<file path="src/rtl/page_loader_pkg.sv">
`default_nettype none
// ============================================================================
// Module      : page_loader_pkg
// Description : Shared state encoding, sizing constants and address helper
//               for the page loader.
// Revision    : 1.0  initial release
// ============================================================================
package page_loader_pkg;

    localparam int c_WORDS          = 16;
    localparam int c_BYTE_W         = 8;
    localparam int c_WORD_W         = 32;
    localparam int c_BYTES_PER_WORD = c_WORD_W / c_BYTE_W;

    typedef enum logic [2:0] {
        S_IDLE    = 3'd0,
        S_LOAD    = 3'd1,
        S_WRITE   = 3'd2,
        S_RUN     = 3'd3,
        S_RD_REQ  = 3'd4,
        S_RD_WAIT = 3'd5,
        S_SEND    = 3'd6,
        S_DONE    = 3'd7
    } state_t;

    // Word index to byte address; upper bits stay zero by construction.
    function automatic logic [c_WORD_W-1:0] word_address(input logic [c_WORD_W-1:0] index);
        return {index[c_WORD_W-3:0], 2'b00};
    endfunction

endpackage
`default_nettype wire

</file>
<file path="src/rtl/page_loader_if.sv">
`default_nettype none
// ============================================================================
// Module      : page_loader_if
// Description : Host byte streams, bus master port and core control bundle.
// Revision    : 1.0  initial release
// ============================================================================
interface page_loader_if;
    import page_loader_pkg::*;

    logic [c_BYTE_W-1:0] rx_data;
    logic                rx_valid;
    logic [c_BYTE_W-1:0] tx_data;
    logic                tx_valid;
    logic                tx_ready;
    logic                read;
    logic                write;
    logic [c_WORD_W-1:0] address;
    logic [c_WORD_W-1:0] write_data;
    logic [c_WORD_W-1:0] read_data;
    logic                option;
    logic [c_BYTE_W-1:0] memory_page_number;
    logic                core_reset;
    logic                finish;
    logic                busy;
    logic                done;

    modport master (
        input  rx_data, rx_valid, tx_ready, read_data, finish,
        output tx_data, tx_valid, read, write, address, write_data,
               option, memory_page_number, core_reset, busy, done
    );

    modport slave (
        output rx_data, rx_valid, tx_ready, read_data, finish,
        input  tx_data, tx_valid, read, write, address, write_data,
               option, memory_page_number, core_reset, busy, done
    );

endinterface
`default_nettype wire

</file>
<file path="src/rtl/page_loader_tx_serializer.sv">
`default_nettype none
// ============================================================================
// Module      : page_loader_tx_serializer
// Description : Shifts a captured 32-bit word out as four bytes, LSB first,
//               over a valid/ready handshake.
// Revision    : 1.0  initial release
// ============================================================================
module page_loader_tx_serializer
    import page_loader_pkg::*;
(
    input  logic                clk,
    input  logic                reset,
    input  logic                load,
    input  logic [c_WORD_W-1:0] word,
    input  logic                tx_ready,
    output logic [c_BYTE_W-1:0] tx_data,
    output logic                tx_valid,
    output logic                word_done
);

    logic [c_WORD_W-1:0] r_shift;
    logic [1:0]          r_cnt;
    logic                r_active;

    always_ff @(posedge clk or posedge reset) begin
        if (reset) begin
            r_shift  <= '0;
            r_cnt    <= 2'd0;
            r_active <= 1'b0;
        end else if (load) begin
            r_shift  <= word;
            r_cnt    <= 2'd0;
            r_active <= 1'b1;
        end else if (r_active && tx_ready) begin
            r_shift <= {{c_BYTE_W{1'b0}}, r_shift[c_WORD_W-1:c_BYTE_W]};
            r_cnt   <= r_cnt + 2'd1;
            if (r_cnt == 2'd3) begin
                r_active <= 1'b0;
            end
        end
    end

    assign tx_valid  = r_active;
    assign tx_data   = r_shift[c_BYTE_W-1:0];
    assign word_done = r_active && tx_ready && (r_cnt == 2'd3);

endmodule
`default_nettype wire

</file>
<file path="src/rtl/page_loader.sv">
`default_nettype none
// ============================================================================
// Module      : page_loader
// Description : Loads a memory page from the host byte stream, runs the core,
//               then streams the page back. Optional run watchdog under
//               PAGE_LOADER_TIMEOUT_EN.
// Revision    : 1.0  initial release
// ============================================================================
module page_loader
    import page_loader_pkg::*;
#(
    parameter int WORDS = c_WORDS
`ifdef PAGE_LOADER_TIMEOUT_EN
    ,
    parameter int TIMEOUT_CYCLES = 1_000_000
`endif
) (
    input  logic          clk,
    input  logic          reset,
`ifdef PAGE_LOADER_TIMEOUT_EN
    output logic          timeout,
`endif
    page_loader_if.master bus
);

    localparam int                 c_IDX_W    = (WORDS > 1) ? $clog2(WORDS) : 1;
    localparam logic [c_IDX_W-1:0] c_LAST_IDX = c_IDX_W'(WORDS - 1);

    state_t               r_state;
    state_t               w_next;
    logic [c_IDX_W-1:0]   r_index;
    logic [1:0]           r_byte_cnt;
    logic [c_WORD_W-1:0]  r_word;
    logic [c_BYTE_W-1:0]  r_page;
    logic                 r_run_armed;
    logic                 w_expire;
    logic                 w_stop;
    logic                 w_word_done;
    logic                 w_last;

`ifdef PAGE_LOADER_TIMEOUT_EN
    localparam int c_TMR_W = $clog2(TIMEOUT_CYCLES + 1);

    logic [c_TMR_W-1:0] r_timer;
    logic               r_timeout;

    assign w_expire = (r_state == S_RUN) && (r_timer == c_TMR_W'(TIMEOUT_CYCLES - 1));
    assign timeout  = r_timeout;
`else
    assign w_expire = 1'b0;
`endif

    assign w_last = (r_index == c_LAST_IDX);
    // The first RUN cycle ignores finish: the bus flag is still leaving reset.
    assign w_stop = (r_state == S_RUN) && ((r_run_armed && bus.finish) || w_expire);

    always_ff @(posedge clk or posedge reset) begin
        if (reset) begin
            r_state <= S_IDLE;
        end else begin
            r_state <= w_next;
        end
    end

    always_comb begin
        w_next = r_state;
        case (r_state)
            S_IDLE, S_DONE: if (bus.rx_valid) w_next = S_LOAD;
            S_LOAD:         if (bus.rx_valid && (r_byte_cnt == 2'd3)) w_next = S_WRITE;
            S_WRITE:        w_next = w_last ? S_RUN : S_LOAD;
            S_RUN:          if (w_stop) w_next = S_RD_REQ;
            S_RD_REQ:       w_next = S_RD_WAIT;
            S_RD_WAIT:      w_next = S_SEND;
            S_SEND:         if (w_word_done) w_next = w_last ? S_DONE : S_RD_REQ;
            default:        w_next = S_IDLE;
        endcase
    end

    always_ff @(posedge clk or posedge reset) begin
        if (reset) begin
            r_index     <= '0;
            r_byte_cnt  <= 2'd0;
            r_word      <= '0;
            r_page      <= '0;
            r_run_armed <= 1'b0;
`ifdef PAGE_LOADER_TIMEOUT_EN
            r_timer     <= '0;
            r_timeout   <= 1'b0;
`endif
        end else begin
            case (r_state)
                S_IDLE, S_DONE: begin
                    if (bus.rx_valid) begin
                        r_page     <= bus.rx_data;
                        r_index    <= '0;
                        r_byte_cnt <= 2'd0;
`ifdef PAGE_LOADER_TIMEOUT_EN
                        r_timeout  <= 1'b0;
`endif
                    end
                end
                S_LOAD: begin
                    if (bus.rx_valid) begin
                        r_word[{r_byte_cnt, 3'b000} +: c_BYTE_W] <= bus.rx_data;
                        r_byte_cnt <= r_byte_cnt + 2'd1;
                    end
                end
                S_WRITE: begin
                    r_index     <= r_index + c_IDX_W'(1);
                    r_run_armed <= 1'b0;
`ifdef PAGE_LOADER_TIMEOUT_EN
                    r_timer     <= '0;
`endif
                end
                S_RUN: begin
                    r_run_armed <= 1'b1;
`ifdef PAGE_LOADER_TIMEOUT_EN
                    r_timer     <= r_timer + c_TMR_W'(1);
                    if (w_expire) begin
                        r_timeout <= 1'b1;
                    end
`endif
                    if (w_stop) begin
                        r_index <= '0;
                    end
                end
                S_SEND: begin
                    if (w_word_done) begin
                        r_index <= r_index + c_IDX_W'(1);
                    end
                end
                default: ;
            endcase
        end
    end

    page_loader_tx_serializer u_tx_serializer (
        .clk       (clk),
        .reset     (reset),
        .load      (r_state == S_RD_WAIT),
        .word      (bus.read_data),
        .tx_ready  (bus.tx_ready),
        .tx_data   (bus.tx_data),
        .tx_valid  (bus.tx_valid),
        .word_done (w_word_done)
    );

    // Bus strobes decode directly from state, so read/write/option are exclusive.
    assign bus.write              = (r_state == S_WRITE);
    assign bus.read               = (r_state == S_RD_REQ);
    assign bus.address            = word_address(c_WORD_W'(r_index));
    assign bus.write_data         = r_word;
    assign bus.option             = (r_state == S_RUN);
    assign bus.core_reset         = (r_state != S_RUN);
    assign bus.memory_page_number = r_page;
    assign bus.busy               = (r_state != S_IDLE) && (r_state != S_DONE);
    assign bus.done               = (r_state == S_DONE);

endmodule
`default_nettype wire

</file>
<file path="src/flat_wrapper.sv">
// flat-port wrapper written by rule: the top's interface ports become plain ports
module page_loader_flat import page_loader_pkg::*;
#(
    parameter int WORDS = c_WORDS

)
  (clk, reset, bus_rx_data, bus_rx_valid, bus_tx_ready, bus_read_data, bus_finish, bus_tx_data, bus_tx_valid, bus_read, bus_write, bus_address, bus_write_data, bus_option, bus_memory_page_number, bus_core_reset, bus_busy, bus_done);
  page_loader_if bus_i ();
  input  logic clk;
  input  logic reset;
  input wire logic [$bits(bus_i.rx_data)-1:0] bus_rx_data;
  input wire logic [$bits(bus_i.rx_valid)-1:0] bus_rx_valid;
  input wire logic [$bits(bus_i.tx_ready)-1:0] bus_tx_ready;
  input wire logic [$bits(bus_i.read_data)-1:0] bus_read_data;
  input wire logic [$bits(bus_i.finish)-1:0] bus_finish;
  output wire logic [$bits(bus_i.tx_data)-1:0] bus_tx_data;
  output wire logic [$bits(bus_i.tx_valid)-1:0] bus_tx_valid;
  output wire logic [$bits(bus_i.read)-1:0] bus_read;
  output wire logic [$bits(bus_i.write)-1:0] bus_write;
  output wire logic [$bits(bus_i.address)-1:0] bus_address;
  output wire logic [$bits(bus_i.write_data)-1:0] bus_write_data;
  output wire logic [$bits(bus_i.option)-1:0] bus_option;
  output wire logic [$bits(bus_i.memory_page_number)-1:0] bus_memory_page_number;
  output wire logic [$bits(bus_i.core_reset)-1:0] bus_core_reset;
  output wire logic [$bits(bus_i.busy)-1:0] bus_busy;
  output wire logic [$bits(bus_i.done)-1:0] bus_done;
  assign bus_i.rx_data = bus_rx_data;
  assign bus_i.rx_valid = bus_rx_valid;
  assign bus_i.tx_ready = bus_tx_ready;
  assign bus_i.read_data = bus_read_data;
  assign bus_i.finish = bus_finish;
  assign bus_tx_data = bus_i.tx_data;
  assign bus_tx_valid = bus_i.tx_valid;
  assign bus_read = bus_i.read;
  assign bus_write = bus_i.write;
  assign bus_address = bus_i.address;
  assign bus_write_data = bus_i.write_data;
  assign bus_option = bus_i.option;
  assign bus_memory_page_number = bus_i.memory_page_number;
  assign bus_core_reset = bus_i.core_reset;
  assign bus_busy = bus_i.busy;
  assign bus_done = bus_i.done;
  page_loader #(.WORDS(WORDS)) u_core (.clk(clk), .reset(reset), .bus(bus_i));
endmodule
</file>
<file path="config.mk">
export PLATFORM = sky130hd
export DESIGN_NAME = page_loader_flat
export DESIGN_NICKNAME = d
export VERILOG_FILES = /design/src/rtl/page_loader_pkg.sv /design/src/rtl/page_loader_if.sv /design/src/rtl/page_loader_tx_serializer.sv /design/src/rtl/page_loader.sv /design/src/flat_wrapper.sv
export SDC_FILE = /design/constraint.sdc
export NUM_CORES = 1
export LEC_CHECK = 0
export BUFFER_PORTS_ARGS = -buffer_cell sky130_fd_sc_hd__buf_2
export CELL_PAD_IN_SITES_DETAIL_PLACEMENT = 1
export CELL_PAD_IN_SITES_GLOBAL_PLACEMENT = 1
export CORE_MARGIN = 1.5
export CORE_UTILIZATION = 30
export CTS_BUF_LIST = sky130_fd_sc_hd__clkbuf_16
export CTS_CLUSTER_SIZE = 30
export DETAILED_ROUTE_END_ITERATION = 12
export GPL_TIMING_DRIVEN = 0
export PLACE_DENSITY_LB_ADDON = 0.1
export SYNTH_ARGS = -nofsm -noshare
export SYNTH_HDL_FRONTEND = slang
export SYNTH_SLANG_ARGS = --single-unit
</file>
<file path="constraint.sdc">
create_clock -name clk -period 3.9 [get_ports clk]
set_input_delay 0.78 -clock clk [delete_from_list [all_inputs] [get_ports clk]]
set_output_delay 0.78 -clock clk [all_outputs]
set_load 0.01 [all_outputs]
</file>
After elaboration in Yosys (flattened, before gate mapping)
Cells that the tools add are included.
W data, S select, Z words.
{"block": "totals", "word_cells": 75, "input_bits": 45, "output_inout_bits": 87, "reg_bits": 85}
{"block": "op_classes", "add_sub_neg": 4, "n_mux": 23, "n_eq_ne": 17, "reduce_logical": 20, "shift": 2}
{"cell": "$mux W32", "n": 2}
{"cell": "$bwmux W32", "n": 1}
{"cell": "$shift A8 B7 Y32 const A", "n": 1}
{"cell": "$shiftx A8 B7 Y32", "n": 1}
{"cell": "$pmux W3 S7", "n": 1}
{"cell": "$pmux W4 S4", "n": 1}
{"cell": "$eq A3 B3 Y1 const B", "n": 4}
{"cell": "$mux W2", "n": 6}
{"cell": "$mux W3", "n": 4}
{"cell": "$mux W4", "n": 3}
{"cell": "$reduce_and A4 Y1", "n": 2}
{"cell": "$reduce_bool A2 Y1", "n": 4}
{"cell": "$neg A5 Y7", "n": 1}
{"cell": "$eq A3 B2 Y1 const B", "n": 2}
{"cell": "$logic_and A1 B1 Y1", "n": 6}
{"cell": "$ne A2 B2 Y1 const B", "n": 3}
{"cell": "$reduce_and A2 Y1", "n": 3}
{"cell": "$add A2 B1 Y2 const B", "n": 2}
{"cell": "$add A4 B1 Y4 const B", "n": 1}
{"cell": "$eq A2 B2 Y1 const B", "n": 2}
{"cell": "$eq A4 B4 Y1 const B", "n": 1}
{"cell": "$ne A2 B1 Y1 const B", "n": 2}
{"cell": "$pmux W2 S2", "n": 1}
{"cell": "$reduce_bool A4 Y1", "n": 1}
{"cell": "9 further kinds", "n": 11}

Longest topological paths before layout
{"block": "depth", "depth_word": 4, "ltp_mapped": 7, "mapped_depth_nobuf": 6}

Hierarchy
Synthesis repeated with hierarchy kept, for this count alone.
{"block": "unflattened", "hier_cells": 469, "area_unflattened_um2": 4598.2}
{"mod": "page_loader", "seq_area_each_um2": 1251.2, "n_inst": 1, "area_each_um2": 2598.7, "cells_each": 275}
{"mod": "page_loader_tx_serializer", "seq_area_each_um2": 875.8, "n_inst": 1, "area_each_um2": 1999.4, "cells_each": 194}

Least setup slack after synthesis
Ideal clock, no wire load.
{"block": "synth_timing", "path_kind": "register to output", "start": "register u_core.r_state[1]", "end": "output port bus_option", "setup_slack_ps": 2000, "n_path_buf": 2, "t_required_ps": 3120, "path_stages_with_launch": 5, "t_arrival_ps": 1120, "cell_sequence": "dfrtp_1 buf_2 buf_1 nand3_1 inv_1"}
{"block": "synth_between", "elab_chain_cells": 1}
{"element": "from (decl)", "line_no": "page_loader.sv:29", "text": "state_t r_state;"}
{"element": "from (signal assigned)", "line_no": "page_loader.sv:61", "text": "r_state <= w_next;"}
{"element": "$eq A3 B2 Y1", "line_no": "page_loader.sv:153", "text": "assign bus.option = (r_state == S_RUN);"}
{"element": "to (decl)", "line_no": "flat_wrapper.sv:22", "text": "output wire logic [$bits(bus_i.option)-1:0] bus_option;"}
No other way between the ends.

Worst setup path in the final report
Ends and elaborated chain as after synthesis.

==> impl_metrics.toml <==
[clock_network]
cts_max_path_buffers = 2
cts_sinks = 85
htreeDepth = 3
cts_hold_buf = 0
clk_pin_slew_ps = 60
cts_tree = "done"
cts_made_buffers = 9
cts_setup_buffers = 0
clk_latency_ps = 330
clock-root-buffer = "clkbuf_16"
cts_resized = 0

[setup_path]
cp.required_ps = 3120
reg2reg_depth = 6
cp-start-kind = "flip-flop"
crit_path_end_kind = "output pin"
critPathKind = "reg -> out"
critPathMaxFanout = 10
arrival_ps = 1610

[logic_synthesis]
async_flop_share = 1.000
ys_types = 47
synth.most_common_cell = "dfrtp_1"
synth.top_cell.area_share = 0.5262
synth_cells = 390
ys_warn_count = 0
netlist_area_um2 = 4043
ys_seq_elements = 85
synth_seq_area_share = 0.5262
netlist.top_cell.by_area = "dfrtp_1"
synth_edf_count = 0
synth.area.top_cells = "dfrtp_1 53%, buf_4 6.7%, mux2i_1 5.9%"
ys.flop_type = "dfrtp_1"
synth_top_cells_by_count = "85 x dfrtp_1, 61 x nand2_1, 36 x buf_4"
synth_area_per_cell_um2 = 10.37

[route]
drt.antenna.violating_nets = 0
via_per_inst = 4.471
wl_per_cell_um = 14.64
initialDrtViolationCount = 100
drt-pass1-iter-count = 4
drcViolationCount = 0
dr_total_vias = 3188
wl_um = 10440

[floorplan]
die_h_um = 119.1
start_util = 0.3065
rows = 42
die_area_um2 = 14180
die_x_um = 119.1
ioPinCount = 132
core_um2 = 13190

[placed_design]
place_inst = 697
dp_hpwl_um = 7806
port_buffers = 103
place_congestion = 0.7220
dpl_worst_slack_ps = 1833
post_dp_cell_area_um2 = 4910

[timing]
hold_violations = 0
finalCritPeriodShare = 0.6131
relSlewSlack = 0.5819
fin_ws_ps = 1509
rsz0062_at_grt = "no"
period_minus_slack_ps = 2391
final_max_slew_viol_count = 0
setup_viol = 0
fmax_mhz = 418.2
finalClockSkew_ps = 8.891
worst_slew_pin_slew_ps = 624.4
tns_ps = 0

[final_layout]
final_util = 0.3938
drive_gt1_frac = 0.3333
fin_cells = 713
nets = 584
area_delta_synth_final_pct = 28.47
antenna_cells = 0
fin_area_um2 = 5194

[global_routing]
grt_max_degree = 52
grt_pass1_wl_um = 17390
grt_antenna_before_repair = 0
grtUsageTotal = 0.1559
grt_pass1_vias = 3306
grt_remaining_overflow = 0

[worst_hold_path]
hold_class = "in -> async"

[outcome]
status = "finished clean"

[power_and_ir_drop]
leakagePower_nw = 2.828
power_density_nw_per_um2 = 682.2
ir_drop_v = 0.0002104

[job]
cap_violations = 0
-- worst max-delay path, stage by stage (launching register included) --
cell and delay, ps:
dfrtp_1 340, buf_2 190, buf_1 360, nand3_1 190, inv_1 80, buf_2 120
-- stage by stage --
step | total power [mW] | hold WS, ps
after detailed placement | 2.757 | 473.5
after global routing | 3.833 | 498.9
after floorplan | 2.303 | 465.8
final | 3.543 | 477.0
after global placement | 2.706 | 467.6
after CTS | 3.610 | 487.3
-- routing by layer --
metal | part of all wire | wire length (um) | vias to the layer above | track usage
li1 | - | - | 1563 | -
met1 | 0.48 | 5035 | 1536 | 0.2142
met2 | 0.46 | 4809 | 79 | 0.2475
met3 | 0.043 | 446 | 10 | 0.03113
met4 | 0.014 | 144 | 0 | 0.04970
met5 | 0 | 0 | - | 0
-- path summary, 6_finish.rpt --
check                                          start                         to  slack, ps
max                                u_core.r_state[1]                 bus_option       1510
min                                            reset  u_core.bus.write_data[10]        480
max reg2reg                     u_core.r_byte_cnt[0]   u_core.bus.write_data[3]       1910
min reg2reg                u_core.bus.write_data[23]  u_core.bus.write_data[23]        480
max in group asynchronous                      reset         u_core.r_run_armed       2800
min in group clk           u_core.bus.write_data[23]  u_core.bus.write_data[23]        480
-- cell families (layout without fill, tap and decap cells) --
kind of cell | count (synthesis) | in the layout | share of synthesized area
flip-flops | 85 | 85 | 0.5262
adder cells (fa/ha/maj) | 7 | 7 | 0.02166
other | 1 | 28 | 0.0009276
buffers and inverters | 60 | 180 | 0.09378
AO/OA/AOI/OAI | 75 | 75 | 0.1210
multiplexers | 33 | 33 | 0.08449
AND/OR/NAND/NOR | 128 | 128 | 0.1498
XOR/XNOR | 1 | 1 | 0.002167
-- placed cells by master, fill, tap and decap left out, types with 15 or more instances in the layout --
master,netlist,layout
buf_4,36,36
conb_1,1,28
nor2_1,29,29
nand2_1,61,61
buf_2,9,112
dfrtp_1,85,85
mux2i_1,24,24
a21oi_1,27,27
o21ai_0,19,19
nand3_1,15,15
a22o_1,17,17
-- power breakdown --
group	switching, mW	internal, mW
logic	0.725	0.605
clock network	0.343	0.487
registers	0.190	1.19
-- flip-flops by register name, summed over array words and instances, names as in the netlist --
name and count:
u_core.r_index 4, u_core.u_tx_serializer.tx_valid 1, u_core.r_run_armed 1, u_core.u_tx_serializer.r_shift 32, u_core.bus.write_data 32, u_core.r_byte_cnt 2
u_core.r_state 3, u_core.bus.memory_page_number 8, u_core.u_tx_serializer.r_cnt 2
-- layout make-up --
class | count | area (um^2)
Fill cell | 1556 | 7996
Sequential cell | 85 | 2127
Multi-Input combinational cell | 272 | 1638
Timing Repair Buffer | 104 | 543.0
Buffer | 55 | 360.3
Clock buffer | 9 | 225.2
Tap cell | 176 | 220.2
Clock inverter | 7 | 58.81
Inverter | 5 | 21.27
No activity file was read; power rests on OpenSTA's default activity.
